**src/rtl/entrada_botao_sincronizador_pkg.sv**
```systemverilog
// Purpose: shared definitions for the push-button/switch input stage.
//   estado_t   : latch FSM encoding (VAZIO = no pending value, CHEIO = value pending)
//   IO_SAIDA   : I/O control code for an output operation
//   IO_ENTRADA : I/O control code for an input read; the processor drives
//                leitura = (entradaSaidaControl == IO_ENTRADA)
package entrada_botao_sincronizador_pkg;

  typedef enum logic {
    VAZIO = 1'b0,
    CHEIO = 1'b1
  } estado_t;

  localparam logic [1:0] IO_SAIDA   = 2'b01;
  localparam logic [1:0] IO_ENTRADA = 2'b10;

endpackage

```
**src/rtl/entrada_botao_sincronizador_debounce_botao.sv**
```systemverilog
// Purpose: 2-flop synchroniser, polarity normalisation and debounce for the
//          raw push-button.
// Ports:
//   clk          in  system clock, posedge
//   reset        in  asynchronous, active-low
//   botaoIN      in  raw board push-button (asynchronous)
//   botao_limpo  out debounced button level, 1 = pressed (registered)
module debounce_botao #(
  parameter int unsigned DEBOUNCE_CICLOS   = 500000,
  parameter int unsigned BOTAO_ATIVO_BAIXO = 1
) (
  input  logic clk,
  input  logic reset,
  input  logic botaoIN,
  output logic botao_limpo
);

  localparam int unsigned LARGURA_CONT = (DEBOUNCE_CICLOS > 1) ? $clog2(DEBOUNCE_CICLOS) : 1;
  localparam logic NIVEL_SOLTO = (BOTAO_ATIVO_BAIXO != 0);
  localparam logic [LARGURA_CONT-1:0] CONT_FIM = LARGURA_CONT'(DEBOUNCE_CICLOS - 1);

  logic                    r_sync1;
  logic                    r_sync2;
  logic [LARGURA_CONT-1:0] r_cont;
  logic                    r_limpo;
  logic                    w_pressionado;
  logic                    w_diferente;

  // Pressed = raw level opposite to the released level.
  assign w_pressionado = r_sync2 ^ NIVEL_SOLTO;
  assign w_diferente   = (w_pressionado != r_limpo);

  // Synchroniser resets to the released level so reset never looks like a press.
  always_ff @(posedge clk or negedge reset) begin
    if (!reset) begin
      r_sync1 <= NIVEL_SOLTO;
      r_sync2 <= NIVEL_SOLTO;
    end else begin
      r_sync1 <= botaoIN;
      r_sync2 <= r_sync1;
    end
  end

  // Accept a level change only after DEBOUNCE_CICLOS consecutive mismatch cycles;
  // the counter tops out at DEBOUNCE_CICLOS-1 and is cleared on toggle, so it never wraps.
  always_ff @(posedge clk or negedge reset) begin
    if (!reset) begin
      r_cont  <= '0;
      r_limpo <= 1'b0;
    end else if (!w_diferente) begin
      r_cont  <= '0;
    end else if (r_cont == CONT_FIM) begin
      r_cont  <= '0;
      r_limpo <= ~r_limpo;
    end else begin
      r_cont  <= r_cont + LARGURA_CONT'(1);
    end
  end

  assign botao_limpo = r_limpo;

endmodule

```
**src/rtl/entrada_botao_sincronizador.sv**
```systemverilog
// Purpose: input stage for the processor I/O block. Synchronises switches,
//          debounces the button and latches the switch value on each press,
//          holding it with a valid flag until an input read consumes it.
// Ports:
//   clk          in  system clock, posedge
//   reset        in  asynchronous, active-low
//   botaoIN      in  raw push-button (asynchronous)
//   chaves       in  raw switches (asynchronous), LARGURA_DADO bits
//   leitura      in  one-cycle consume pulse from processor input read
//   dado         out latched switch value
//   dado_valido  out dado holds an unconsumed value
//   sobrescrita  out sticky overrun flag, cleared only by reset
//   botao_limpo  out debounced button level, 1 = pressed
module entrada_botao_sincronizador
  import entrada_botao_sincronizador_pkg::*;
#(
  parameter int unsigned DEBOUNCE_CICLOS   = 500000,
  parameter int unsigned LARGURA_DADO      = 4,
  parameter int unsigned BOTAO_ATIVO_BAIXO = 1
) (
  input  logic                    clk,
  input  logic                    reset,
  input  logic                    botaoIN,
  input  logic [LARGURA_DADO-1:0] chaves,
  input  logic                    leitura,
  output logic [LARGURA_DADO-1:0] dado,
  output logic                    dado_valido,
  output logic                    sobrescrita,
  output logic                    botao_limpo
);

  logic [LARGURA_DADO-1:0] r_chaves_s1;
  logic [LARGURA_DADO-1:0] r_chaves_s2;
  logic                    w_botao_limpo;
  logic                    r_limpo_ant;
  logic                    r_pressao;
  estado_t                 r_estado;
  estado_t                 w_estado_prox;
  logic [LARGURA_DADO-1:0] r_dado;
  logic [LARGURA_DADO-1:0] w_dado_prox;
  logic                    r_sobrescrita;
  logic                    w_sobrescrita_prox;

  debounce_botao #(
    .DEBOUNCE_CICLOS  (DEBOUNCE_CICLOS),
    .BOTAO_ATIVO_BAIXO(BOTAO_ATIVO_BAIXO)
  ) u_debounce (
    .clk        (clk),
    .reset      (reset),
    .botaoIN    (botaoIN),
    .botao_limpo(w_botao_limpo)
  );

  // Per-bit 2-flop synchroniser for the switches.
  always_ff @(posedge clk or negedge reset) begin
    if (!reset) begin
      r_chaves_s1 <= '0;
      r_chaves_s2 <= '0;
    end else begin
      r_chaves_s1 <= chaves;
      r_chaves_s2 <= r_chaves_s1;
    end
  end

  // One-cycle press pulse on the debounced rising edge; releases produce nothing.
  always_ff @(posedge clk or negedge reset) begin
    if (!reset) begin
      r_limpo_ant <= 1'b0;
      r_pressao   <= 1'b0;
    end else begin
      r_limpo_ant <= w_botao_limpo;
      r_pressao   <= w_botao_limpo & ~r_limpo_ant;
    end
  end

  // Latch FSM state and its registered outputs.
  always_ff @(posedge clk or negedge reset) begin
    if (!reset) begin
      r_estado      <= VAZIO;
      r_dado        <= '0;
      r_sobrescrita <= 1'b0;
    end else begin
      r_estado      <= w_estado_prox;
      r_dado        <= w_dado_prox;
      r_sobrescrita <= w_sobrescrita_prox;
    end
  end

  // Next state: a press always reloads; a simultaneous read consumes the old value,
  // so it is not counted as an overrun.
  always_comb begin
    w_estado_prox      = r_estado;
    w_dado_prox        = r_dado;
    w_sobrescrita_prox = r_sobrescrita;
    case (r_estado)
      VAZIO: begin
        if (r_pressao) begin
          w_dado_prox   = r_chaves_s2;
          w_estado_prox = CHEIO;
        end
      end
      CHEIO: begin
        if (r_pressao) begin
          w_dado_prox = r_chaves_s2;
          if (!leitura) begin
            w_sobrescrita_prox = 1'b1;
          end
        end else if (leitura) begin
          w_estado_prox = VAZIO;
        end
      end
      default: begin
        w_estado_prox = VAZIO;
      end
    endcase
  end

  assign dado        = r_dado;
  assign dado_valido = (r_estado == CHEIO);
  assign sobrescrita = r_sobrescrita;
  assign botao_limpo = w_botao_limpo;

endmodule

```
**config.mk**
```make
export PLATFORM = sky130hd
export DESIGN_NAME = entrada_botao_sincronizador
export DESIGN_NICKNAME = d
export VERILOG_FILES = /design/src/rtl/entrada_botao_sincronizador_pkg.sv /design/src/rtl/entrada_botao_sincronizador_debounce_botao.sv /design/src/rtl/entrada_botao_sincronizador.sv
export SDC_FILE = /design/constraint.sdc
export NUM_CORES = 1
export LEC_CHECK = 0
export ABC_AREA = 1
export BUFFER_PORTS_ARGS = -buffer_cell sky130_fd_sc_hd__buf_2
export CAP_MARGIN = 20
export CORE_ASPECT_RATIO = 1.75
export CORE_UTILIZATION = 55
export CTS_BUF_LIST = sky130_fd_sc_hd__clkbuf_8
export DETAILED_ROUTE_END_ITERATION = 8
export PLACE_DENSITY = 0.75
export SLEW_MARGIN = 20
export SYNTH_ARGS = -nofsm -noshare
export SYNTH_HDL_FRONTEND = slang
export SYNTH_SLANG_ARGS = --single-unit
```
**constraint.sdc**
```tcl
create_clock -name clk -period 1.55 [get_ports clk]
set_clock_uncertainty 0.1 [all_clocks]
set_input_delay 0.2325 -clock clk [delete_from_list [all_inputs] [get_ports clk]]
set_output_delay 0.2325 -clock clk [all_outputs]
set_load 0.01 [all_outputs]
```
==> out/metrics.cfg, run 1 <==
[status]
run_status = completed

[pwr]
p_per_area_nw_per_um2 = 968
p_comb_share_pct = 3.9
switching_share_pct = 19.9
power.switching_w = 0.000388
pwr-share-clk_pct = 43.7
p_leak_nw = 0.929
intPower_w = 0.00156
ir_drop_v = 0.000797
pwr-share-seq_pct = 52.4

[synthesis]
yosysTopAreaCellShare_pct = 53.6
synth_area_per_cell_um2 = 9.83
ys_seq_elements = 38
synth.cell_area_um2 = 1680
ys_top_cells_by_area = dfrtp_1 54%, nor2_1 7.8%, nand2_1 5.1%, inv_1 3.8%, nor2_4 3.3%
ys_types = 27
ys.warnings.count = 0
syn_inst = 171
synth_nets = 180
netlist_top_cells_count = 36 x dfrtp_1, 35 x nor2_1, 23 x nand2_1
yosysTopAreaCell = dfrtp_1
synth-async-reset-ratio_pct = 100
ys_seq_area_share_pct = 56.7
synth_edf_count = 0
yosysMostFrequentCell = dfrtp_1
synthFlopType = dfrtp_1

[final_layout]
seq_area_um2 = 953
nNetsFinal = 209
multi_input_area_um2 = 686
fillers = 207
n_antenna_cell = 0
fin_area_um2 = 2020
layout-drive-gt1-share_pct = 27.9
syn2layout_area_growth_pct = 19.9

[setup_path]
cp_data_required_time_ns = 1.63
end_kind = flip-flop
worstPathMaxFanout = 7
arrival_ns = 1.56
startpoint_type = flip-flop
crit_type = reg -> reg

[cts]
clock_path_buffers = 2
insertion_delay_ns = 0.30
cts_sinks = 38
cts.clk_slew.worst_paths_ns = 0.07
cts_max_level = 2
cts_tree = yes
cts-buffers-inserted = 5
root_buffer = clkbuf_8

[place]
routabilityCongestion = 0.919
placed_cell_area_um2 = 1810
portBuffers = 14
dp_hpwl_um = 2380

[floorplanning]
die_area_um2 = 3290
io_pins = 15
dieHeight_um = 75.1
row_count = 26
die_w_um = 43.8
start_util_pct = 57.4
core_um2 = 2930

[sta]
maxSlewHeadroom_pct = 70.1
worst_pin_slew_ns = 0.449
fin_hold_ws_ns = 0.145
max_freq_mhz = 675
final_max_slew_viol_count = 0
final.period_utilization_pct = 95.6
finalSetupTns_ns = 0
fin_crit_ns = 1.48
setup_viol = 0
finalHoldViolations = 0

[global_route]
grt-ovfl-total = 0
grt.total_usage_pct = 23.4
grt_pass1_wl_um = 5440
grt_max_degree = 21
grt_pass1_vias = 1292
antenna_found_initial = 0

[job]
drv_cap = 0

[detailed_routing]
vias_per_cell = 5.45
wl_um = 3280
drc = 0
first_pass_iters = 4
wl_per_cell_um = 14.3
drt_iter0_drc = 33
vias = 1247
drtAntennaViolNets = 0

[hold_path]
hold_class = in -> reg

[cell usage in the layout (no fill, tap or decap)]
cell,synthesis,final
nor3b_1,1,1
nor2_4,5,7
inv_1,17,18
o21ai_1,4,4
buf_12,0,1
o22ai_1,1,1
nor3b_2,1,1
xor2_1,6,6
nand4_1,2,2
nand3_1,9,9
buf_4,0,1
dfrtp_1,36,36
a21oi_1,2,2
dlygate4sd3_1,0,6
nor2_1,35,33
nand2_2,6,6
nand3_2,2,2
inv_2,1,1
nand2_1,23,22
mux2_2,4,4
nor2_2,5,5
bufinv_16,0,1
o21a_1,1,1
xnor2_2,1,1
buf_2,0,14
a21o_1,1,1
a31o_2,1,1
clkbuf_8,0,6
nor3_1,1,1
dfstp_2,2,2
ha_2,0,1
nand2_4,1,2
xnor2_1,2,2
[worst max-delay path: stages (launching register included)]
cell     delay, ns
dfrtp_1       0.37
ha_2          0.21
nand2_2       0.11
nor2_2        0.16
nand3_2       0.19
nand2_2       0.17
nor2_1        0.07
[metrics by stage]
stage	utilization (%)	setup WS, ns	total power, W	instances
floorplan	-	0.184	0.00106	171
global placement	61.7	0.121	0.00110	214
detailed placement	61.7	-0.0152	0.00110	214
CTS	67.9	0.0114	0.00197	228
global route	68.8	-0.0133	0.00201	229
finish	68.8	0.0683	0.00195	229
[flip-flops by register name, indices dropped and copies added (netlist names)]
signal,count
u_debounce.r_cont,19
dado,4
r_chaves_s1,4
r_chaves_s2,4
dado_valido,1
r_limpo_ant,1
r_pressao,1
sobrescrita,1
u_debounce.botao_limpo,1
u_debounce.r_sync1,1
u_debounce.r_sync2,1
[cells by family after synthesis]
kind of cell             share of synthesized area [%]
AO/OA/AOI/OAI                                     3.57
XOR/XNOR                                          5.13
adder cells (fa/ha/maj)                          0.744
buffers and inverters                             4.02
flip-flops                                        56.7
multiplexers                                      2.68
AND/OR/NAND/NOR                                   27.2
[layout make-up]
type | count | area share [%]
multi-input combinational | 115 | 34.0
clock inverter | 2 | 1.68
timing repair buffer | 22 | 7.82
tap | 28 | 1.74
clock buffer | 6 | 4.10
inverter | 18 | 3.35
sequential | 38 | 47.3
[layer usage]
metal	vias to the layer above	share of wire [%]	wire length [um]	GRT usage, %
met5	-	0	0	0
met4	0	4.9	161	18.1
met3	13	3.7	122	5.04
met2	48	55	1800	42.3
met1	592	36	1190	22.0
li1	594	-	-	-
[path summary, 6_finish.rpt]
check / start / to / slack [ns] / cells after the start
setup reg to reg: u_debounce.r_cont[0]$_DFF_PN0_ / u_debounce.r_cont[0]$_DFF_PN0_ / 0.07 / 6
hold / removal: leitura / dado_valido$_DFF_PN0_ / 0.15 / 3
setup / recovery: u_debounce.r_cont[0]$_DFF_PN0_ / u_debounce.r_cont[0]$_DFF_PN0_ / 0.07 / 6
max in group asynchronous: reset / u_debounce.r_cont[10]$_DFF_PN0_ / 0.59 / 3
hold reg to reg: r_chaves_s1[0]$_DFF_PN0_ / r_chaves_s2[0]$_DFF_PN0_ / 0.25 / 0
min in group asynchronous: reset / r_chaves_s2[1]$_DFF_PN0_ / 0.31 / 2
[power groups by stage]
| stage | Clock [W] | Combinational [W] | Sequential (W) |
|---|---|---|---|
| detailed placement | 0 | 0.0000618 | 0.00104 |
| global route | 0.000902 | 0.0000849 | 0.00102 |
| global placement | 0 | 0.0000583 | 0.00104 |
| floorplan | 0 | 0.0000219 | 0.00104 |
| CTS | 0.000871 | 0.0000737 | 0.00102 |
| finish | 0.000853 | 0.0000760 | 0.00102 |
[repair_timing]
| item | 4_1_cts | 5_1_grt |
|---|---|---|
| gates resized for setup | 1 | 6 |
| setup endpoints to repair | 1 | 12 |
| endpoints found under the hold margin | 22 | 0 |
| buffers inserted | 0 | 1 |
| hold buffers | 6 | 0 |
| pin swaps | 0 | 1 |
(Power assumes the default switching activity.)
==> run 2, diff against run 1 <==
Clock period 1.55 ns to 1.5 ns, I/O delays scaled along.
==> out/metrics.cfg, run 2 (synthesized netlist as in run 1, its figures left out) <==
[global_route]
grt_pass1_wl_um = 5220
antenna_found_initial = 0
grt.total_usage_pct = 22.5
grt_max_degree = 21
grt_pass1_vias = 1191
grt-ovfl-total = 0

[status]
run_status = completed

[sta]
final.period_utilization_pct = 95.6
fin_crit_ns = 1.43
final_max_slew_viol_count = 0
setup_viol = 0
maxSlewHeadroom_pct = 69.6
finalHoldViolations = 0
max_freq_mhz = 698
worst_pin_slew_ns = 0.457
fin_hold_ws_ns = 0.153

[setup_path]
rr_startpoint = u_debounce.r_cont[0]$_DFF_PN0_
end_kind = flip-flop
crit_path_cell_trace = ha_4 -> nand2_4 -> nor2_4 -> nand2_4 -> nor2_4 -> nand3_1 -> nand3_1 -> nor2_1
cp_data_required_time_ns = 1.58
slowest_delay_ns = 0.40
timing.reg2reg.setup_slack_ns = 0.07
arrival_ns = 1.51
reg2reg_depth = 8
reg2reg_to = u_debounce.r_cont[18]$_DFF_PN0_
crit_type = reg -> reg
startpoint_type = flip-flop
worstPathMaxFanout = 4
slowest_stage = dfrtp_1

[job]
drv_cap = 0

[final_layout]
final_util_pct = 70.6
fillers = 208
largest_reg_flops = 19
n_antenna_cell = 0
layout-drive-gt1-share_pct = 28.6
final_common_cell = dfrtp_1
final_cell_mix = 35 x dfrtp_1, 34 x nor2_1, 22 x nand2_1
nNetsFinal = 211
syn2layout_area_growth_pct = 22.9
top_register = u_debounce.r_cont

[cts]
cts-buffers-inserted = 5
cts_sinks = 38
cts_max_level = 2
cts.clk_slew.worst_paths_ns = 0.07
clock_path_buffers = 2
insertion_delay_ns = 0.29
root_buffer = clkbuf_8
cts_tree = yes

[detailed_routing]
drtAntennaViolNets = 0
vias = 1245
wl_per_cell_um = 14.5
drc = 0
first_pass_iters = 4
wl_um = 3360
drt_iter0_drc = 40
vias_per_cell = 5.39

[floorplanning]
row_count = 26
dieHeight_um = 75.1
io_pins = 15
die_area_um2 = 3290
core_um2 = 2930
die_w_um = 43.8
start_util_pct = 57.4

[place]
routabilityCongestion = 0.921
portBuffers = 14
dp_hpwl_um = 2270

[pwr]
p_leak_nw = 0.954
p_per_area_nw_per_um2 = 982
ir_drop_v = 0.000870
p_total_w = 0.00203

[hold_path]
holdPathEnd = dado_valido$_DFF_PN0_
hold_class = in -> reg
hold_depth = 3
min_from = leitura

[run 2: how the worst max path moves through the flow]
stage | start | end | cells past startpoint
2_1_floorplan | u_debounce.r_cont[0]$_DFF_PN0_ | u_debounce.r_cont[18]$_DFF_PN0_ | 8
3_3_place_gp | u_debounce.r_cont[0]$_DFF_PN0_ | u_debounce.r_cont[18]$_DFF_PN0_ | 8
3_5_place_dp | u_debounce.r_cont[0]$_DFF_PN0_ | u_debounce.r_cont[18]$_DFF_PN0_ | 8
4_1_cts | u_debounce.r_cont[0]$_DFF_PN0_ | u_debounce.r_cont[5]$_DFF_PN0_ | 6
5_1_grt | u_debounce.r_cont[8]$_DFF_PN0_ | u_debounce.r_cont[5]$_DFF_PN0_ | 7
6_report | u_debounce.r_cont[0]$_DFF_PN0_ | u_debounce.r_cont[18]$_DFF_PN0_ | 8
[run 2: power breakdown]
part / total, W / internal, W / switching [W]
registers: 0.00106 / 0.00105 / 0.0000119
clock network: 0.000884 / 0.000535 / 0.000349
logic: 0.0000861 / 0.0000388 / 0.0000473
total: 0.00203 / 0.00162 / 0.000409
[run 2: cell type report]
type	count	area, um^2	share of cell area, %
well taps	28	35.0	1.69
repair buffers	24	173	8.35
flip-flops and latches	38	955	46.2
clock buffers	6	82.6	4.00
inverters	18	67.6	3.27
clock inverters	2	33.8	1.63
multi-input cells	115	721	34.9
[run 2: per-stage QoR]
step                cells  setup slack, ns  instance area [um^2]  TNS (ns)
floorplan             171            0.134                  1680         0
global route          231          -0.0333                  2070    -0.175
CTS                   229           0.0233                  2000         0
global placement      215           0.0715                  1810         0
detailed placement    215         -0.00530                  1810  -0.00530
finish                231           0.0667                  2070         0
[run 2: layer usage]
| layer | track usage [%] | vias to the layer above | part of all wire [%] |
|---|---|---|---|
| li1 | - | 598 | - |
| met1 | 25.5 | 612 | 39 |
| met2 | 39.0 | 22 | 55 |
| met3 | 4.32 | 13 | 2.5 |
| met4 | 12.8 | 0 | 3.9 |
| met5 | 0 | - | 0 |
[run 2: critical path, delay by kind of cell, from the launching register on]
family,cells,cell delay [ns]
AND/OR/NAND/NOR,7,0.66
adder cells (fa/ha/maj),1,0.17
flip-flops,1,0.40
[run 2: timing repair]
item,4_1_cts,5_1_grt
endpoints found under the setup margin,1,10
pin swaps,0,4
cloned,0,0
hold endpoints to repair,22,0
hold buffers,6,0
resized for setup,2,11
setup buffers,0,2
==> run 3, diff against run 2 <==
Settings changed: ABC_AREA 1 to 0, GPL_ROUTABILITY_DRIVEN set to 0.
==> out/metrics.cfg, run 3 <==
[pwr]
p_per_area_nw_per_um2 = 783
ir_drop_v = 0.000931
intPower_w = 0.00148
p_comb_share_pct = 7.2
p_leak_nw = 1.16
p_total_w = 0.00190
pwr-share-clk_pct = 37.1
power.switching_w = 0.000423
switching_share_pct = 22.2
pwr-share-seq_pct = 55.8

[sta]
rsz0062_at_grt = true
timing.final.ws_setup_ns = -0.258
final.period_utilization_pct = 117
setup_viol = 19
fin_hold_ws_ns = 0.142
max_freq_mhz = 569
maxSlewHeadroom_pct = 72.1
fin_crit_ns = 1.76
worst_pin_slew_ns = 0.416
finalHoldViolations = 0
final_max_slew_viol_count = 0

[final_layout]
n_antenna_cell = 0
top_register = u_debounce.r_cont
fin_area_um2 = 2430
nNetsFinal = 216
final_cell_mix = 43 x buf_4, 30 x dfrtp_1, 14 x xnor2_1, 14 x buf_2, 12 x nor2_2
syn2layout_area_growth_pct = 52.6
final_common_cell = buf_4
final_util_pct = 89.3
largest_reg_flops = 19
layout-drive-gt1-share_pct = 56.7

[detailed_routing]
vias = 1346
vias_per_cell = 5.73
wl_per_cell_um = 20.4
wl_um = 4790
drc = 0
first_pass_iters = 4
drtAntennaViolNets = 0
drt_iter0_drc = 64

[global_route]
antenna_found_initial = 0
grt.total_usage_pct = 30.2
grt_pass1_wl_um = 6670
grt_pass1_vias = 1445
grt-ovfl-total = 0
grt_max_degree = 24

[cts]
cts-buffers-inserted = 5
cts_tree = yes
insertion_delay_ns = 0.29
cts_sinks = 38
root_buffer = clkbuf_8
cts_max_level = 2
clock_path_buffers = 2
cts.clk_slew.worst_paths_ns = 0.07

[setup_path]
crit_type = reg -> reg
slowest_stage = dfrtp_2
reg2reg_to = u_debounce.r_cont[14]$_DFF_PN0_
crit_path_cell_trace = nor4bb_2 -> nand4_1 -> o21ai_2 -> buf_6 -> nor2_1
startpoint = u_debounce.r_cont[5]$_DFF_PN0_
slowest_delay_ns = 0.43
rr_startpoint = u_debounce.r_cont[5]$_DFF_PN0_
arrival_ns = 1.83
timing.reg2reg.setup_slack_ns = -0.26
startpoint_type = flip-flop
crit_end = u_debounce.r_cont[14]$_DFF_PN0_
worstPathMaxFanout = 7
cp_data_required_time_ns = 1.58
end_kind = flip-flop
reg2reg_depth = 5

[synthesis]
ys.warnings.count = 0
ys_types = 32
yosysTopAreaCellShare_pct = 56.6
netlist_top_cells_count = 36 x dfrtp_1, 20 x nor2_1, 15 x xnor2_1
synth-async-reset-ratio_pct = 100
synth.cell_area_um2 = 1590
ys_seq_elements = 38
syn_inst = 132
yosysMostFrequentCell = dfrtp_1
ys_top_cells_by_area = dfrtp_1 57%, xnor2_1 8.2%, nor2_1 4.7%, dfstp_2 3.3%, mux2_2 2.8%
yosysTopAreaCell = dfrtp_1
synthFlopType = dfrtp_1
synth_area_per_cell_um2 = 12.1
ys_seq_area_share_pct = 59.9
synth_edf_count = 0
synth_nets = 141

[job]
drv_cap = 0

[floorplanning]
row_count = 25
core_um2 = 2720
dieHeight_um = 73.2
start_util_pct = 58.5
die_w_um = 42.7
io_pins = 15
die_area_um2 = 3120

[hold_path]
hold_class = in -> reg

[status]
violations = setup timing
run_status = finished with violations

[place]
portBuffers = 14
dp_hpwl_um = 2440
placed_cell_area_um2 = 1950

## run 3: cell types whose count changed after synthesis, moves of 5 or more
cell and change:
nand2_2 -6, xor2_1 -5, nor2_2 -5, nor2_1 -15, xnor2_1 +13, nor2_4 -5
nand2_1 -18, inv_1 -12
## run 3: through the flow
step / setup TNS (ns) / cells / worst slack [ns]
after floorplan: -0.941 / 132 / -0.0941
after global placement: -1.86 / 200 / -0.189
after detailed placement: -2.85 / 200 / -0.220
after CTS: -1.58 / 224 / -0.115
after global routing: -5.59 / 235 / -0.321
final: -4.41 / 235 / -0.258
## run 3: kinds of logic after synthesis
group | after synthesis | share of synthesized area [%]
buffers and inverters | 8 | 2.28
adder cells (fa/ha/maj) | 1 | 0.785
AND/OR/NAND/NOR | 56 | 21.2
XOR/XNOR | 16 | 8.80
multiplexers | 6 | 4.08
AO/OA/AOI/OAI | 7 | 2.99
flip-flops | 38 | 59.9
## run 3: worst min path at each step
stage / start / slack (ns) / cells after the start / to
after floorplan: reset / -0.17 / 0 / dado[0]$_DFFE_PN0P_
after global placement: reset / 0.05 / 1 / r_limpo_ant$_DFF_PN0_
after detailed placement: reset / 0.06 / 1 / r_limpo_ant$_DFF_PN0_
after CTS: leitura / 0.12 / 3 / dado_valido$_DFF_PN0_
after global routing: leitura / 0.17 / 3 / dado_valido$_DFF_PN0_
final: leitura / 0.14 / 3 / dado_valido$_DFF_PN0_
## run 3: final cells by class
| type | count | area [um^2] |
|---|---|---|
| Clock buffer | 6 | 82.6 |
| Clock inverter | 2 | 8.76 |
| Sequential cell | 38 | 961 |
| Tap cell | 27 | 33.8 |
| Timing Repair Buffer | 71 | 552 |
| Inverter | 5 | 18.8 |
| Multi-Input combinational cell | 86 | 773 |
| Fill cell | 108 | 292 |
## run 3: power groups by stage
stage	clock network [W]	registers [W]	logic, W
after floorplan	0	0.00108	0.0000256
after global placement	0	0.00108	0.0000719
after detailed placement	0	0.00108	0.0000754
after CTS	0.000713	0.00106	0.000116
after global routing	0.000761	0.00106	0.000149
final	0.000705	0.00106	0.000136
## run 3: timing repair
item | in CTS | in global routing
setup endpoints to repair | 19 | 19
pin swaps | 18 | 12
buffers inserted | 9 | 11
cloned | 1 | 0
resized for setup | 33 | 12
endpoints found under the hold margin | 18 | 0
hold buffers | 6 | 0
## run 3: routing by layer
metal | wire length, um | share of wire [%] | GRT usage, %
met1 | 1490 | 31 | 29.6
met2 | 2730 | 57 | 55.1
met3 | 179 | 3.7 | 5.69
met4 | 390 | 8.1 | 20.1
met5 | 0 | 0 | 0
## run 3: critical path, delay by kind of cell, from the launching register on
family	cells	cell delay [ns]
AO/OA/AOI/OAI	1	0.30
flip-flops	1	0.43
AND/OR/NAND/NOR	3	0.63
buffers and inverters	1	0.18
